### src/rtl/uart_fifo_burst_ctrl_pkg.sv
// Shared definitions for the UART FIFO burst controller: FSM encoding,
// drop-counter width and its saturating increment.
package uart_fifo_burst_ctrl_pkg;

  typedef enum logic [1:0] {
    ST_IDLE  = 2'd0,
    ST_BURST = 2'd1,
    ST_FLUSH = 2'd2
  } state_t;

  localparam int DROP_CNT_W = 16;

  function automatic logic [DROP_CNT_W-1:0] sat_inc(input logic [DROP_CNT_W-1:0] v);
    return (v == {DROP_CNT_W{1'b1}}) ? v : v + 1'b1;
  endfunction

endpackage

### src/rtl/uart_fifo_burst_ctrl_skid2.sv
// Two-entry output buffer between the FIFO read port and the stream.
// head is the oldest entry and drives the stream data directly.
module uart_fifo_burst_ctrl_skid2 #(
  parameter int DATA_W = 256
) (
  input  logic              clk,
  input  logic              rst_n,
  input  logic              clr,
  input  logic              push,
  input  logic [DATA_W-1:0] push_data,
  input  logic              pop,
  output logic [1:0]        count,
  output logic [DATA_W-1:0] head
);

  logic [DATA_W-1:0] tail;

  always_ff @(posedge clk or negedge rst_n) begin
    if (!rst_n) begin
      count <= 2'd0;
      head  <= '0;
      tail  <= '0;
    end else if (clr) begin
      count <= 2'd0;
      head  <= '0;
      tail  <= '0;
    end else begin
      case ({push, pop})
        2'b10: begin
          if (count == 2'd0) head <= push_data;
          else               tail <= push_data;
          count <= count + 2'd1;
        end
        2'b01: begin
          head  <= tail;
          count <= count - 2'd1;
        end
        2'b11: begin
          // occupancy unchanged; the new word lands behind whatever remains
          if (count == 2'd2) begin
            head <= tail;
            tail <= push_data;
          end else begin
            head <= push_data;
          end
        end
        default: ;
      endcase
    end
  end

endmodule

### src/rtl/uart_fifo_burst_ctrl.sv
// UART byte gating into the 8->256 FIFO, fixed-length burst drain onto a
// valid/ready stream, and FIFO flush sequencing through its active-high rst.
module uart_fifo_burst_ctrl
  import uart_fifo_burst_ctrl_pkg::*;
#(
  parameter int WR_DATA_WIDTH  = 8,
  parameter int RD_DATA_WIDTH  = 256,
  parameter int RD_DEPTH_WIDTH = 5,
  parameter int BURST_LEN      = 4,
  parameter int FLUSH_CYCLES   = 4
) (
  input  logic                        clk,
  input  logic                        rst_n,
  input  logic                        flush_req,
  input  logic [WR_DATA_WIDTH-1:0]    rx_data,
  input  logic                        rx_valid,
  output logic [WR_DATA_WIDTH-1:0]    fifo_wr_data,
  output logic                        fifo_wr_en,
  input  logic                        fifo_wr_full,
  output logic                        fifo_rd_en,
  input  logic [RD_DATA_WIDTH-1:0]    fifo_rd_data,
  input  logic                        fifo_rd_empty,
  input  logic [RD_DEPTH_WIDTH:0]     fifo_rd_water_level,
  output logic                        fifo_rst,
  output logic [RD_DATA_WIDTH-1:0]    m_data,
  output logic                        m_valid,
  input  logic                        m_ready,
  output logic                        m_last,
  output logic                        busy,
  output logic [DROP_CNT_W-1:0]       drop_cnt
);

  localparam int CNT_W = $clog2(BURST_LEN + 1);
  localparam int FL_W  = $clog2(FLUSH_CYCLES + 1);
  localparam logic [CNT_W-1:0]        BL_CNT  = CNT_W'(BURST_LEN);
  localparam logic [CNT_W-1:0]        BL_LAST = CNT_W'(BURST_LEN - 1);
  localparam logic [RD_DEPTH_WIDTH:0] BL_LVL  = (RD_DEPTH_WIDTH + 1)'(BURST_LEN);
  localparam logic [FL_W-1:0]         FL_LAST = FL_W'(FLUSH_CYCLES - 1);

  state_t           state, state_nxt;
  logic [FL_W-1:0]  cnt;
  logic             flush_pend;
  logic [CNT_W-1:0] issue_cnt, beat_cnt;
  logic             inflight;
  logic [1:0]       buf_cnt, occ;
  logic             pop, drop, buf_clr;

  assign fifo_wr_data = rx_data;
  assign fifo_wr_en   = rx_valid & ~fifo_wr_full & (state != ST_FLUSH);
  assign drop         = rx_valid & (fifo_wr_full | (state == ST_FLUSH));

  assign fifo_rst = (state == ST_FLUSH);
  assign busy     = (state != ST_IDLE);
  assign m_valid  = (buf_cnt != 2'd0);
  assign m_last   = m_valid & (beat_cnt == BL_LAST);
  assign pop      = m_valid & m_ready;
  assign buf_clr  = (state == ST_FLUSH);

  // A beat leaving this cycle frees its slot, so reads keep up at one per cycle.
  assign occ        = buf_cnt + {1'b0, inflight} - {1'b0, pop};
  assign fifo_rd_en = (state == ST_BURST) & (issue_cnt < BL_CNT) & ~fifo_rd_empty & (occ < 2'd2);

  always_ff @(posedge clk or negedge rst_n) begin
    if (!rst_n) state <= ST_FLUSH;
    else        state <= state_nxt;
  end

  always_comb begin
    state_nxt = state;
    case (state)
      ST_IDLE: begin
        if (flush_req || flush_pend)          state_nxt = ST_FLUSH;
        else if (fifo_rd_water_level >= BL_LVL) state_nxt = ST_BURST;
      end
      ST_BURST: if (pop && (beat_cnt == BL_LAST)) state_nxt = ST_IDLE;
      ST_FLUSH: if (cnt == FL_LAST)               state_nxt = ST_IDLE;
      default:  state_nxt = ST_FLUSH;
    endcase
  end

  always_ff @(posedge clk or negedge rst_n) begin
    if (!rst_n) begin
      cnt        <= '0;
      flush_pend <= 1'b0;
      issue_cnt  <= '0;
      beat_cnt   <= '0;
      inflight   <= 1'b0;
      drop_cnt   <= '0;
    end else begin
      cnt      <= (state == ST_FLUSH && state_nxt == ST_FLUSH) ? cnt + FL_W'(1) : '0;
      inflight <= fifo_rd_en;
      if (state == ST_FLUSH)                     flush_pend <= 1'b0;
      else if (state == ST_BURST && flush_req)   flush_pend <= 1'b1;
      if (state == ST_IDLE && state_nxt == ST_BURST) begin
        issue_cnt <= '0;
        beat_cnt  <= '0;
      end else begin
        if (fifo_rd_en) issue_cnt <= issue_cnt + CNT_W'(1);
        if (pop)        beat_cnt  <= beat_cnt + CNT_W'(1);
      end
      if (drop) drop_cnt <= sat_inc(drop_cnt);
    end
  end

  uart_fifo_burst_ctrl_skid2 #(
    .DATA_W(RD_DATA_WIDTH)
  ) u_skid (
    .clk       (clk),
    .rst_n     (rst_n),
    .clr       (buf_clr),
    .push      (inflight),
    .push_data (fifo_rd_data),
    .pop       (pop),
    .count     (buf_cnt),
    .head      (m_data)
  );

endmodule
### config.mk
export PLATFORM = sky130hd
export DESIGN_NAME = uart_fifo_burst_ctrl
export DESIGN_NICKNAME = d
export VERILOG_FILES = /design/src/rtl/uart_fifo_burst_ctrl_pkg.sv /design/src/rtl/uart_fifo_burst_ctrl_skid2.sv /design/src/rtl/uart_fifo_burst_ctrl.sv
export SDC_FILE = /design/constraint.sdc
export NUM_CORES = 1
export LEC_CHECK = 0
export ABC_CLOCK_PERIOD_IN_PS = 2500
export CORE_MARGIN = 2
export CORE_UTILIZATION = 49
export CTS_BUF_LIST = sky130_fd_sc_hd__clkbuf_16
export CTS_CLUSTER_DIAMETER = 120
export DETAILED_ROUTE_END_ITERATION = 6
export PLACE_DENSITY = 0.9
export SYNTH_ARGS = -nofsm -noshare
export SYNTH_HDL_FRONTEND = slang
export SYNTH_SLANG_ARGS = --single-unit
### constraint.sdc
create_clock -name clk -period 2.5 [get_ports clk]
set_clock_uncertainty 0.1 [all_clocks]
set_input_delay 0.5 -clock clk [delete_from_list [all_inputs] [get_ports clk]]
set_output_delay 0.5 -clock clk [all_outputs]
set_load 0.005 [all_outputs]
* Word level (Yosys, flattened, before mapping)
Cells that the tools add are included.
** Storage, ports and cells
- Flip-flop bits (word level) :: 543
- Word-level logic and storage cells :: 88
- Output and inout port bits :: 286
- Input bits :: 277
** Operators by class
- Add/subtract/negate cells :: 8
- Equal/unequal tests :: 15
- Reductions and logical operators :: 18
- Bitwise gates (word level) :: 12
- Multiplexer cells :: 22
- Order comparisons :: 3
** Operator list (count)
- $mux W256 :: 6
- $pmux W256 S3 :: 1
- $pmux W256 S2 :: 1
- $add A16 B1 Y16 const B :: 1
- $eq A16 B16 Y1 const B :: 1
- $mux W3 :: 5
- $eq A2 B2 Y1 const B :: 5
- $mux W2 :: 5
- $reduce_bool A2 Y1 :: 5
- $add A3 B1 Y3 const B :: 3
- $and A1 B1 Y1 :: 8
- $eq A2 B1 Y1 const B :: 3
- $eq A3 B2 Y1 const B :: 2
- $ge A6 B3 Y1 const B :: 1
- $ne A3 B2 Y1 const B :: 2
- $pmux W2 S3 :: 1
- $reduce_bool A3 Y1 :: 2
- $logic_and A1 B1 Y1 :: 4
- $logic_not A2 Y1 :: 2
- $pmux W2 S2 :: 1
- $reduce_and A2 Y1 :: 2
- $reduce_bool A4 Y1 :: 1
- $lt A3 B3 Y1 const B :: 1
- $ne A3 B3 Y1 const B :: 1
- other kinds (11) :: 14

* Logic depth before layout (Yosys ltp)
Gate-level depths: netlist of run 1.
- Depth in word-level cells :: 8
- Gate-level depth with buffers :: 8
- Depth with buffers taken out :: 6

* Modules after synthesis
A second synthesis of run 1 with hierarchy kept.
** Second synthesis, totals
- Cell total of the unflattened synthesis :: 2098
- Area, all modules :: 24628.6 sq um
** Modules (own cells, without submodules)
- uart_fifo_burst_ctrl_skid2 :: area each 23062.1 sq um, seq. area each 12862.3 sq um, instances 1, cells each 1953
- uart_fifo_burst_ctrl :: area each 1566.5 sq um, seq. area each 726.9 sq um, instances 1, cells each 145

* Worst setup path after synthesis of run 1
OpenSTA, ideal clock, no wires.
- Kind :: flip-flop to output port
- Start point :: register u_skid.count[0]
- End point :: output port fifo_rd_en
- Cell stages (with the launch flop) :: 8
- Arrival :: 1.735 ns
- Buffers on the path :: 2
- Setup slack :: 0.165 ns
- Required time :: 1.900 ns
- Cell sequence :: dfrtp_1 -> buf_6 -> o21a_1 -> buf_4 -> ha_1 -> nor2b_1 -> xnor2_1 -> nor4_2
** On the way
- Cells in the longest elaborated chain, start to end :: 5
- Elaborated cells between the ends (all ways) :: 6
- Classes of those cells :: add/sub: 2; order compare: 1; bitwise: 2; reduce/logical: 1
** Ends and longest elaborated chain
- start, declared :: RTL line uart_fifo_burst_ctrl_skid2.sv:12 : output logic [1:0] count,
- start signal, assigned :: RTL line uart_fifo_burst_ctrl_skid2.sv:32 : count <= count + 2'd1;
- start signal, assigned :: RTL line uart_fifo_burst_ctrl_skid2.sv:36 : count <= count - 2'd1;
- parallel branches: the longest is 2 deep, another holds $add A2 B1 Y2
- $sub A2 B1 Y2 (*) :: RTL line uart_fifo_burst_ctrl.sv:60 : assign occ = buf_cnt + {1'b0, inflight} - {1'b0, pop};
- $lt A2 B2 Y1 (*) :: RTL line uart_fifo_burst_ctrl.sv:61 : assign fifo_rd_en = (state == ST_BURST) & (issue_cnt < BL_CNT) & ~fifo_rd_empty & (occ < 2'd2);
- $and A1 B1 Y1 (*) :: RTL line uart_fifo_burst_ctrl.sv:61
- end, declared :: RTL line uart_fifo_burst_ctrl.sv:20 : output logic fifo_rd_en,
Mark *: on every way between the ends.

* Worst setup path after layout of run 1
Ends and elaborated chain as after synthesis.

==> metrics, run 1 <==
Max Fclk 0.3785 GHz; post-route cell area 30950 um^2; R2R setup slack 0.18 ns; Lkg Pwr 15.64 nW; Hold Vio Cnt, Final 0; main area contributors after synthesis dfrtp_1 61%, mux2i_1 12%, a22o_1 10%, o21ai_0 5.7%, nand2_1 4.5%; total vias in the final route 18.21k; PwrDens 714.5 nW/um^2; register area 13590 um^2; Worst path max stage delay 0.38 ns; CP Max Fanout 2; total grt overflow 0; routability congestion estimate 0.8885; Post-Layout Cell Count 3049; crit path capture fifo_rd_en; Slew @ Worst Pin 0.7696 ns; slowest CP cell dfrtp_1; status finished with violations; die area 47470 um^2; Unique masters post-synth 49; Async S/R FF share, synth 100.0%; critical path depth 7; #FFs+latches synth 543; die width 217.9 um; port buffer count 544; RSZ-0062 raised after global routing true; cell taking the most area after synthesis dfrtp_1; Post-Syn Area 22420 um^2; crit end category output pin; Slew HR 48.69%; post-synthesis sequential area ratio 60.63%; io pins 563; maxcap violations 0; YS warnings 0; Avg Inst Size Synth 12.16 um^2; CP Launch Type flip-flop; Total GRT Usage 29.17%; Synthesized Nets 2127; TritonCTS Buffers 54; Wirelength per Cell 23.16 um; Setup WS post-layout -0.1423 ns; first drt pass iteration count 6; ANT nets after route 0; largest net degree at the start of global routing 141; Synth Instances 1843; antenna violations before repair 7; Vias/cell 5.973; Tmin final 2.642 ns; CTS Buffer Depth 3; drt drc 0; worst-skew pair later-pin latency 0.59 ns; Worst IR Drop VDD 0.0007764 V; clk slew on worst S/H paths 0.07 ns; internal power 15.40 mW; P_sw 6.712 mW; Critical R2R Launch u_skid.count[0]; top_reg_cell synth dfrtp_1; Worst Setup SP u_skid.count[0]; Post-Place Cells 2931; HPWL after DPL 46170 um; Rows 78; commonest non-fill, non-tap cell in the layout dfrtp_1; Comb pwr share 21.8%; final setup vio count 1; Fill cells 2914; Slew Limit Fails 0; Area growth, synth to finish 38.06%; most frequent cells in the layout 541 x dfrtp_1, 538 x clkdlybuf4s50_1, 266 x nand2_1; Core Region 45280 um^2; Worst EP arrival 2.04 ns; critical-path cell list buf_4, inv_1, ha_4, nor2b_2, xnor2_1, nor4_2, buf_2; Hold Crit Class reg2reg; Multi-input gate area 7941 um^2; final worst path period share 105.7%; clk root buf clkbuf_16; Tot Pwr 22.11 mW; worst hold margin 0.3533 ns; CP Class reg2out; crit-path leading delay family buffers and inverters; share of cells above drive strength 1 8.347%; global-route wire length before repair 109200 um; H-tree levels 2; share of the synthesized area in the top cell type 60.51%; reg-to-reg endpoint issue_cnt[0]; sequential power share 42.2%; Initial DRC Count 1858; initial core utilization 49.50%; Placed Area 29080 um^2; number of global-route vias before repair 19.42k; clock power share 36.0%; Sw Ratio 30.36%; number of synthesized flops with an enable pin 0; CP bufs+invs 3; clk sink count 543; failing checks setup timing; drt total wl 70610 um; Layout Nets 2685; Required @ worst endpoint 1.90 ns; CTS tree built; reg2reg path depth 13; die height 217.9 um
worst reg2reg max path: stages, from the launching register on:
cell and delay (ns):
dfrtp_1 0.38, buf_4 0.14, inv_1 0.11, ha_4 0.22
nor2b_2 0.13, xnor2_1 0.09, nor4_2 0.21, buf_4 0.16
buf_4 0.09, buf_4 0.09, buf_4 0.09, buf_4 0.09
buf_4 0.12, mux2i_1 0.22
routing by layer:
layer,vias up,share of wire [%],global-route usage (%)
met5,-,0.059,0
met4,6,5.7,16.53
met3,281,8.8,7.211
met2,1032,49,48.55
met1,9156,36,34.60
li1,7736,-,-
what timing repair did:
item	in CTS	in global routing
resized for setup	10	7
pin swaps	2	0
setup buffers	12	1
cloned	0	0
endpoints found under the setup margin	5	5
hold endpoints to repair	44	0
hold buffers	1	0
power groups by stage:
stage	Clock [mW]	Combinational, mW	Sequential (mW)
detailed placement	0	4.61	9.49
global route	8.40	5.14	9.35
global placement	0	4.51	9.46
CTS	8.05	4.74	9.32
floorplan	0	2.32	9.45
finish	7.96	4.83	9.33
synth_stat cells, types with 4 or more instances:
library cell	n
buf_6	8
buf_4	48
ha_1	7
buf_2	58
xnor2_1	5
nand4_1	5
clkbuf_2	24
a21oi_1	7
mux2i_1	259
inv_1	7
o21ai_0	257
clkbuf_1	14
a22o_1	257
o21ai_1	6
xor2_1	10
nor2_1	12
nand2_1	267
nor3_1	6
and4_1	4
dfrtp_1	542
metrics by stage:
| step | setup TNS [ns] | util (%) | setup slack (ns) |
|---|---|---|---|
| floorplan | 0 | - | 0.1647 |
| global placement | -0.5923 | 64.22 | -0.5923 |
| detailed placement | -0.5357 | 64.22 | -0.5357 |
| CTS | -0.1940 | 68.23 | -0.1940 |
| global route | -0.2379 | 68.33 | -0.2379 |
| finish | -0.1423 | 68.34 | -0.1423 |
worst min path at each step:
stage	end	slack (ns)	cells after the start	start
6_report	cnt[0]	0.35	1	cnt[0]
3_3_place_gp	cnt[0]	0.33	1	cnt[0]
2_1_floorplan	beat_cnt[0]	0.10	0	rst_n
5_1_grt	cnt[0]	0.38	1	cnt[0]
3_5_place_dp	cnt[0]	0.34	1	cnt[0]
4_1_cts	u_skid.head[173]	0.34	2	rst_n
cell type report:
type	instances	area share, %
diodes	5	0.04043
clock buffers	55	4.448
clock inverters	44	1.071
inverters	8	0.1213
multi-input cells	1140	25.66
flip-flops and latches	543	43.92
well taps	600	2.426
repair buffers	654	22.31
registers in the layout, summed over array words and instances (netlist names):
signal and flops:
u_skid.head 256, u_skid.tail 256, drop_cnt 16, beat_cnt 3, cnt 3, issue_cnt 3, state 2, u_skid.count 2
flush_pend 1, inflight 1
logic make-up (layout without fill, tap and decap cells):
kind of cell / after synthesis / count (layout) / synth area share, %
other: 0 / 5 / 0
and+or+nand+nor: 317 / 317 / 5.878
xor gates and xnor gates: 15 / 15 / 0.5861
adders and majority gates: 7 / 7 / 0.3907
buffers and inverters: 160 / 761 / 4.220
muxes: 262 / 262 / 11.72
DFF: 543 / 543 / 60.63
AOI/OAI and AO/OA: 539 / 539 / 16.58
No activity file was read; power rests on OpenSTA's default activity.
==> run 2, diff against run 1 <==
--- a/config.mk
+++ b/config.mk
@@ -6,7 +6,7 @@
 export NUM_CORES = 1
 export LEC_CHECK = 0
 export ABC_CLOCK_PERIOD_IN_PS = 2500
-export CORE_MARGIN = 2
+export CORE_MARGIN = 4
 export CORE_UTILIZATION = 49
 export CTS_BUF_LIST = sky130_fd_sc_hd__clkbuf_16
 export CTS_CLUSTER_DIAMETER = 120
==> run 2 against run 1 <==
The run ends with DRC, setup timing left. Sequential share of layout area is 0.24 points higher. Cell count hardly changed. First-iteration DRC count is 5.9% lower. Core utilization is 0.37 points lower. Worst hold slack worse by 0.047 ns. Largest cell class unchanged. Highest routed layer unchanged.
==> metrics, run 2 (synthesized netlist as in run 1, its figures left out) <==
Post-Layout Cell Count 3050 (+0.033%); Lkg Pwr 15.56 nW (-0.47%); Multi-input gate area 7924 um^2 (-0.22%); routability congestion estimate 0.8531 (-4.0%); die width 221.9 um (+1.8%); Tmin final 2.766 ns (+0.1233 ns); met2 wire length 35530 um (+2.5%); CP Launch Type flip-flop; slowest CP cell dfrtp_1; Vias/cell 5.959 (-0.23%); crit path capture fifo_rd_en; fin util 67.97% (-0.37 points); sequential power share 42.6% (+0.4 points); worst-skew pair later-pin latency 0.59 ns (about the same); Placed Area 28990 um^2 (-0.34%); Core Region 45280 um^2 (unchanged); crit end category output pin; Top Metal Used met5; drt drc 3 (+3); RSZ-0062 raised after global routing true; failing checks DRC, setup timing; H-tree levels 2 (unchanged); Hold Vio Cnt, Final 0 (unchanged); CP Max Fanout 2 (unchanged); global-route wire length before repair 111600 um (+2.2%); status finished with violations; Post-Place Cells 2933 (+0.068%); Slew Limit Fails 0 (unchanged); Fill cells 2932 (+0.62%); M1 wire length 26400 um (+2.8%); reg2reg path depth 10 (-3); largest net degree at the start of global routing 99 (-30%); Slew @ Worst Pin 0.5327 ns (-0.2370 ns); TritonCTS Buffers 53 (-1.9%); ANT nets after route 0 (unchanged); Layout Nets 2687 (+0.074%); register area 13590 um^2 (unchanged); Worst Setup SP u_skid.count[1]; Rows 78 (unchanged); total vias in the final route 18.18k (-0.20%); final setup vio count 1 (unchanged); total grt overflow 0 (unchanged); most frequent cells in the layout 541 x dfrtp_1, 538 x clkdlybuf4s50_1, 266 x nand2_1; first drt pass iteration count 7 (+1); Worst path max stage delay 0.39 ns (about the same); die height 221.9 um (+1.8%); metal3 WL 5857 um (-5.3%); Required @ worst endpoint 1.90 ns (about the same); Post-Place Worst Slack -0.6000 ns (-0.06432 ns); Critical R2R Launch u_skid.count[0]; Worst IR Drop VDD 0.0005225 V (-33%); P_sw 6.703 mW (-0.13%); Worst EP arrival 2.17 ns (+0.13 ns); Wirelength per Cell 23.30 um (+0.61%); Area growth, synth to finish 37.31%; Total GRT Usage 28.01% (-1.2 points); clk slew on worst S/H paths 0.06 ns (about the same); Initial DRC Count 1748 (-5.9%); Comb pwr share 22.4% (+0.6 points); Sw Ratio 30.60% (+0.25 points); die area 49230 um^2 (+3.7%); R2R setup slack 0.33 ns (+0.15 ns); PwrDens 711.7 nW/um^2 (-0.40%); final worst path period share 110.6% (+4.9 points); Tot Pwr 21.90 mW (-0.94%); critical-path cell list o21a_1, ha_1, nor2b_1, xnor2_1, nor4_2, buf_2; antenna violations before repair 6 (-1); port buffer count 544 (unchanged); number of global-route vias before repair 19.60k (+0.92%); commonest non-fill, non-tap cell in the layout dfrtp_1; CTS tree built; CP Class reg2out; Slew HR 64.49% (+16 points); clk sink count 543 (unchanged); Hold Crit Class in2async; reg-to-reg endpoint u_skid.tail[239]; post-route cell area 30780 um^2 (-0.54%); Setup WS post-layout -0.2656 ns (-0.1233 ns); largest registers u_skid.head: 256 flops, u_skid.tail: 256 flops, drop_cnt: 16 flops; clk root buf clkbuf_16; CTS Buffer Depth 3 (unchanged); Max Fclk 0.3616 GHz (-4.5%); internal power 15.20 mW (-1.3%); maxcap violations 0 (unchanged); share of cells above drive strength 1 8.425% (+0.078 points); initial core utilization 49.50% (unchanged); drt total wl 71070 um (+0.65%); io pins 563 (unchanged); clock power share 35.0% (-1.0 points); HPWL after DPL 47180 um (+2.2%)
[run 2: layout make-up]
class	instances	share of cell area [%]
Multi-Input combinational cell	1140	25.74
Clock buffer	53	4.309
Timing Repair Buffer	657	22.16
Sequential cell	543	44.16
Antenna cell	5	0.04065
Inverter	8	0.1382
Tap cell	600	2.439
Clock inverter	44	1.012
[run 2: repair_timing]
action                     in CTS  in global routing
buffers inserted               10                  4
hold endpoints to repair       31                  0
pin swaps                       2                  1
setup endpoints to repair       5                 66
hold buffers                    1                  0
resized for setup              13                  2
[run 2: through the flow]
step	TNS, ns	hold slack (ns)
3_3_place_gp	-15.76	0.3206
4_1_cts	-0.2543	0.2863
6_report	-0.2656	0.3066
2_1_floorplan	0	0.1044
3_5_place_dp	-24.14	0.3313
5_1_grt	-0.3340	0.3217
[run 2: worst max-delay path: cells and delay by family, from the launching register on]
| family | cells | cell delay (ns) |
|---|---|---|
| buffers and inverters | 1 | 0.19 |
| AOI/OAI and AO/OA | 1 | 0.21 |
| and+or+nand+nor | 2 | 0.43 |
| DFF | 1 | 0.39 |
| xor gates and xnor gates | 1 | 0.09 |
| adders and majority gates | 1 | 0.28 |
[run 2: how the worst min path moves through the flow]
stage / startpoint / end / slack [ns] / cells past startpoint
floorplan: rst_n / beat_cnt[0] / 0.10 / 0
global placement: rst_n / u_skid.head[167] / 0.32 / 1
detailed placement: rst_n / u_skid.head[167] / 0.33 / 1
CTS: rst_n / u_skid.head[167] / 0.29 / 2
global route: rst_n / u_skid.head[167] / 0.32 / 2
finish: rst_n / u_skid.head[167] / 0.31 / 2
[run 2: power by group through the flow]
stage,Sequential [mW],Clock [mW],Combinational [mW]
after CTS,9.32,7.78,4.74
final,9.33,7.67,4.90
after detailed placement,9.48,0,4.60
after floorplan,9.45,0,2.32
after global placement,9.47,0,4.48
after global routing,9.36,8.16,5.21
[run 2: per-layer routing]
layer | track usage [%] | up-vias
li1 | - | 7714
met1 | 34.24 | 9163
met2 | 47.76 | 1063
met3 | 6.514 | 233
met4 | 12.42 | 2
met5 | 0 | -
==> run 3, diff against run 2 <==
--- a/config.mk
+++ b/config.mk
@@ -6,12 +6,13 @@
 export NUM_CORES = 1
 export LEC_CHECK = 0
 export ABC_CLOCK_PERIOD_IN_PS = 2500
-export CORE_MARGIN = 4
-export CORE_UTILIZATION = 49
+export CORE_AREA = 2 2 217 219
 export CTS_BUF_LIST = sky130_fd_sc_hd__clkbuf_16
 export CTS_CLUSTER_DIAMETER = 120
 export DETAILED_ROUTE_END_ITERATION = 6
-export PLACE_DENSITY = 0.9
+export DIE_AREA = 0 0 219 221
+export PLACE_DENSITY = 0.89
+export SETUP_SLACK_MARGIN = 0.3
 export SYNTH_ARGS = -nofsm -noshare
 export SYNTH_HDL_FRONTEND = slang
 export SYNTH_SLANG_ARGS = --single-unit
==> run 3 against run 2 <==
The flow finishes with violations (setup timing). Maximum frequency is 5.2% higher. Worst hold slack better by 0.040 ns. Register-to-register slack got worse by 0.12 ns.
==> metrics, run 3 (synthesized netlist as in run 1, its figures left out) <==
Hold Vio Cnt, Final 0 (unchanged); clk root buf clkbuf_16; Area growth, synth to finish 39.29%; Tot Pwr 22.63 mW (+3.3%); die area 48400 um^2 (-1.7%); total vias in the final route 18.29k (+0.64%); Hold Crit Class in2async; Post-Place Cells 2941 (+0.27%); io pins 563 (unchanged); drt total wl 71730 um (+0.93%); failing checks setup timing; TritonCTS Buffers 54 (+1.9%); routability congestion estimate 0.8447 (-0.98%); CP Max Fanout 2 (unchanged); H-tree levels 2 (unchanged); crit-path leading delay family flip-flops; Layout Nets 2702 (+0.56%); number of global-route vias before repair 19.08k (-2.6%); RSZ-0062 raised after global routing true; global-route wire length before repair 108400 um (-2.8%); clock power share 35.8% (+0.8 points); maxcap violations 0 (unchanged); die width 219 um (-1.3%); Worst IR Drop VDD 0.0006557 V (+25%); Slew Limit Fails 0 (unchanged); CP Class reg2out; Total GRT Usage 28.37% (+0.37 points); Rows 79 (+1.3%); drt drc 0 (-3); Fill cells 2996 (+2.2%); CP bufs+invs 1 (unchanged); final setup vio count 1 (unchanged); Worst EP arrival 2.03 ns (-0.14 ns); clk slew on worst S/H paths 0.06 ns (about the same); CTS Buffer Depth 3 (unchanged); P_sw 6.994 mW (+4.3%); Initial DRC Count 1802 (+3.1%); antenna violations before repair 9 (+3); Setup WS post-layout -0.1290 ns (+0.1366 ns); Post-Place Worst Slack -0.4791 ns (+0.1209 ns); Tmin final 2.629 ns (-0.1366 ns); Slew @ Worst Pin 0.5766 ns (+0.04395 ns); PwrDens 725.0 nW/um^2 (+1.9%); Slew HR 61.56% (-2.9 points); Worst path max stage delay 0.40 ns (about the same); Sw Ratio 30.90% (+0.30 points); HPWL after DPL 46590 um (-1.3%); Required @ worst endpoint 1.90 ns (about the same); ANT nets after route 0 (unchanged); critical-path cell list o21a_1, ha_4, xnor2_4, xnor2_2, nor4_4, buf_2; Lkg Pwr 15.84 nW (+1.8%); share of cells above drive strength 1 9.984% (+1.6 points); total grt overflow 0 (unchanged); initial core utilization 48.66% (-0.84 points); crit end category output pin; port buffer count 544 (unchanged); first drt pass iteration count 6 (-1); commonest non-fill, non-tap cell in the layout dfrtp_1; Comb pwr share 23.1% (+0.7 points); sequential power share 41.1% (-1.5 points); slowest CP cell dfrtp_1; status finished with violations; clk sink count 543 (unchanged); CP Launch Type flip-flop; worst-skew pair later-pin latency 0.60 ns (about the same); Wirelength per Cell 23.32 um (about the same); largest net degree at the start of global routing 112 (+13%); Post-Layout Cell Count 3076 (+0.85%); Core Region 46060 um^2 (+1.7%); final worst path period share 105.2% (-5.5 points); most frequent cells in the layout 537 x dfrtp_1, 528 x clkdlybuf4s50_1, 266 x nand2_1; CTS tree built; internal power 15.64 mW (+2.9%); Vias/cell 5.946 (-0.21%); Max Fclk 0.3804 GHz (+5.2%); die height 221 um (-0.40%); largest registers u_skid.head: 256 flops, u_skid.tail: 256 flops, drop_cnt: 16 flops
-- run 3: final cells by class --
cell class                 instances  area [um^2]  area share, %
clock buffer                      55         1376          4.408
multi-input combinational       1140         8010          25.66
timing repair buffer             671         7047          22.57
clock inverter                    47        382.9          1.226
inverter                           8        37.54         0.1202
tap                              607        759.5          2.433
sequential                       543        13600          43.55
antenna                            5        12.51        0.04008
-- run 3: through the flow --
stage / utilization (%) / TNS [ns] / instance area [um^2] / hold WS [ns]
after floorplan: - / 0 / 22420 / 0.1044
after global placement: 63.04 / -0.4900 / 29040 / 0.3261
after detailed placement: 63.04 / -0.4840 / 29040 / 0.3613
after CTS: 67.24 / -0.2097 / 30970 / 0.3467
after global routing: 67.78 / -0.2263 / 31220 / 0.3737
final: 67.78 / -0.1290 / 31220 / 0.3465
-- run 3: metal layers --
layer  GRT usage [%]  wire [um]  share of wire (%)
met5               0         57              0.079
met4           13.73       3635                5.1
met3           8.247       6347                8.8
met2           47.24      35420                 49
met1           33.65      26270                 37
-- run 3: timing repair --
item	4_1_cts	5_1_grt
hold buffers	1	0
pin swaps	5	8
setup endpoints to repair	83	122
resized for setup	46	30
endpoints found under the hold margin	31	0
cloned	1	1
setup buffers	9	16
-- run 3: worst reg2reg max path: stages, from the launching register on --
cell     delay [ns]
dfrtp_1        0.40
o21a_1         0.24
buf_4          0.15
buf_6          0.15
nand2_8        0.19
buf_16         0.23
buf_4          0.22
mux2i_2        0.32
o21ai_0        0.17
-- run 3: power by group through the flow --
stage               Combinational, mW  Sequential, mW  Clock [mW]
floorplan                        2.32            9.46           0
global placement                 4.43            9.46           0
detailed placement               4.56            9.49           0
CTS                              4.88            9.31        8.19
global route                     5.51            9.33        8.59
finish                           5.22            9.31        8.11
-- run 3: path summary, 6_finish.rpt --
check | cells after the start | slack [ns] | start | end
worst min-delay path | 2 | 0.35 | rst_n | u_skid.head[155]
max in group asynchronous | 4 | 1.09 | rst_n | u_skid.head[139]
worst max register to register | 8 | 0.21 | u_skid.count[1] | u_skid.head[158]
worst max-delay path | 6 | -0.13 | u_skid.count[1] | fifo_rd_en
min in group clk | 1 | 0.38 | cnt[0] | cnt[0]
worst min register to register | 1 | 0.38 | cnt[0] | cnt[0]
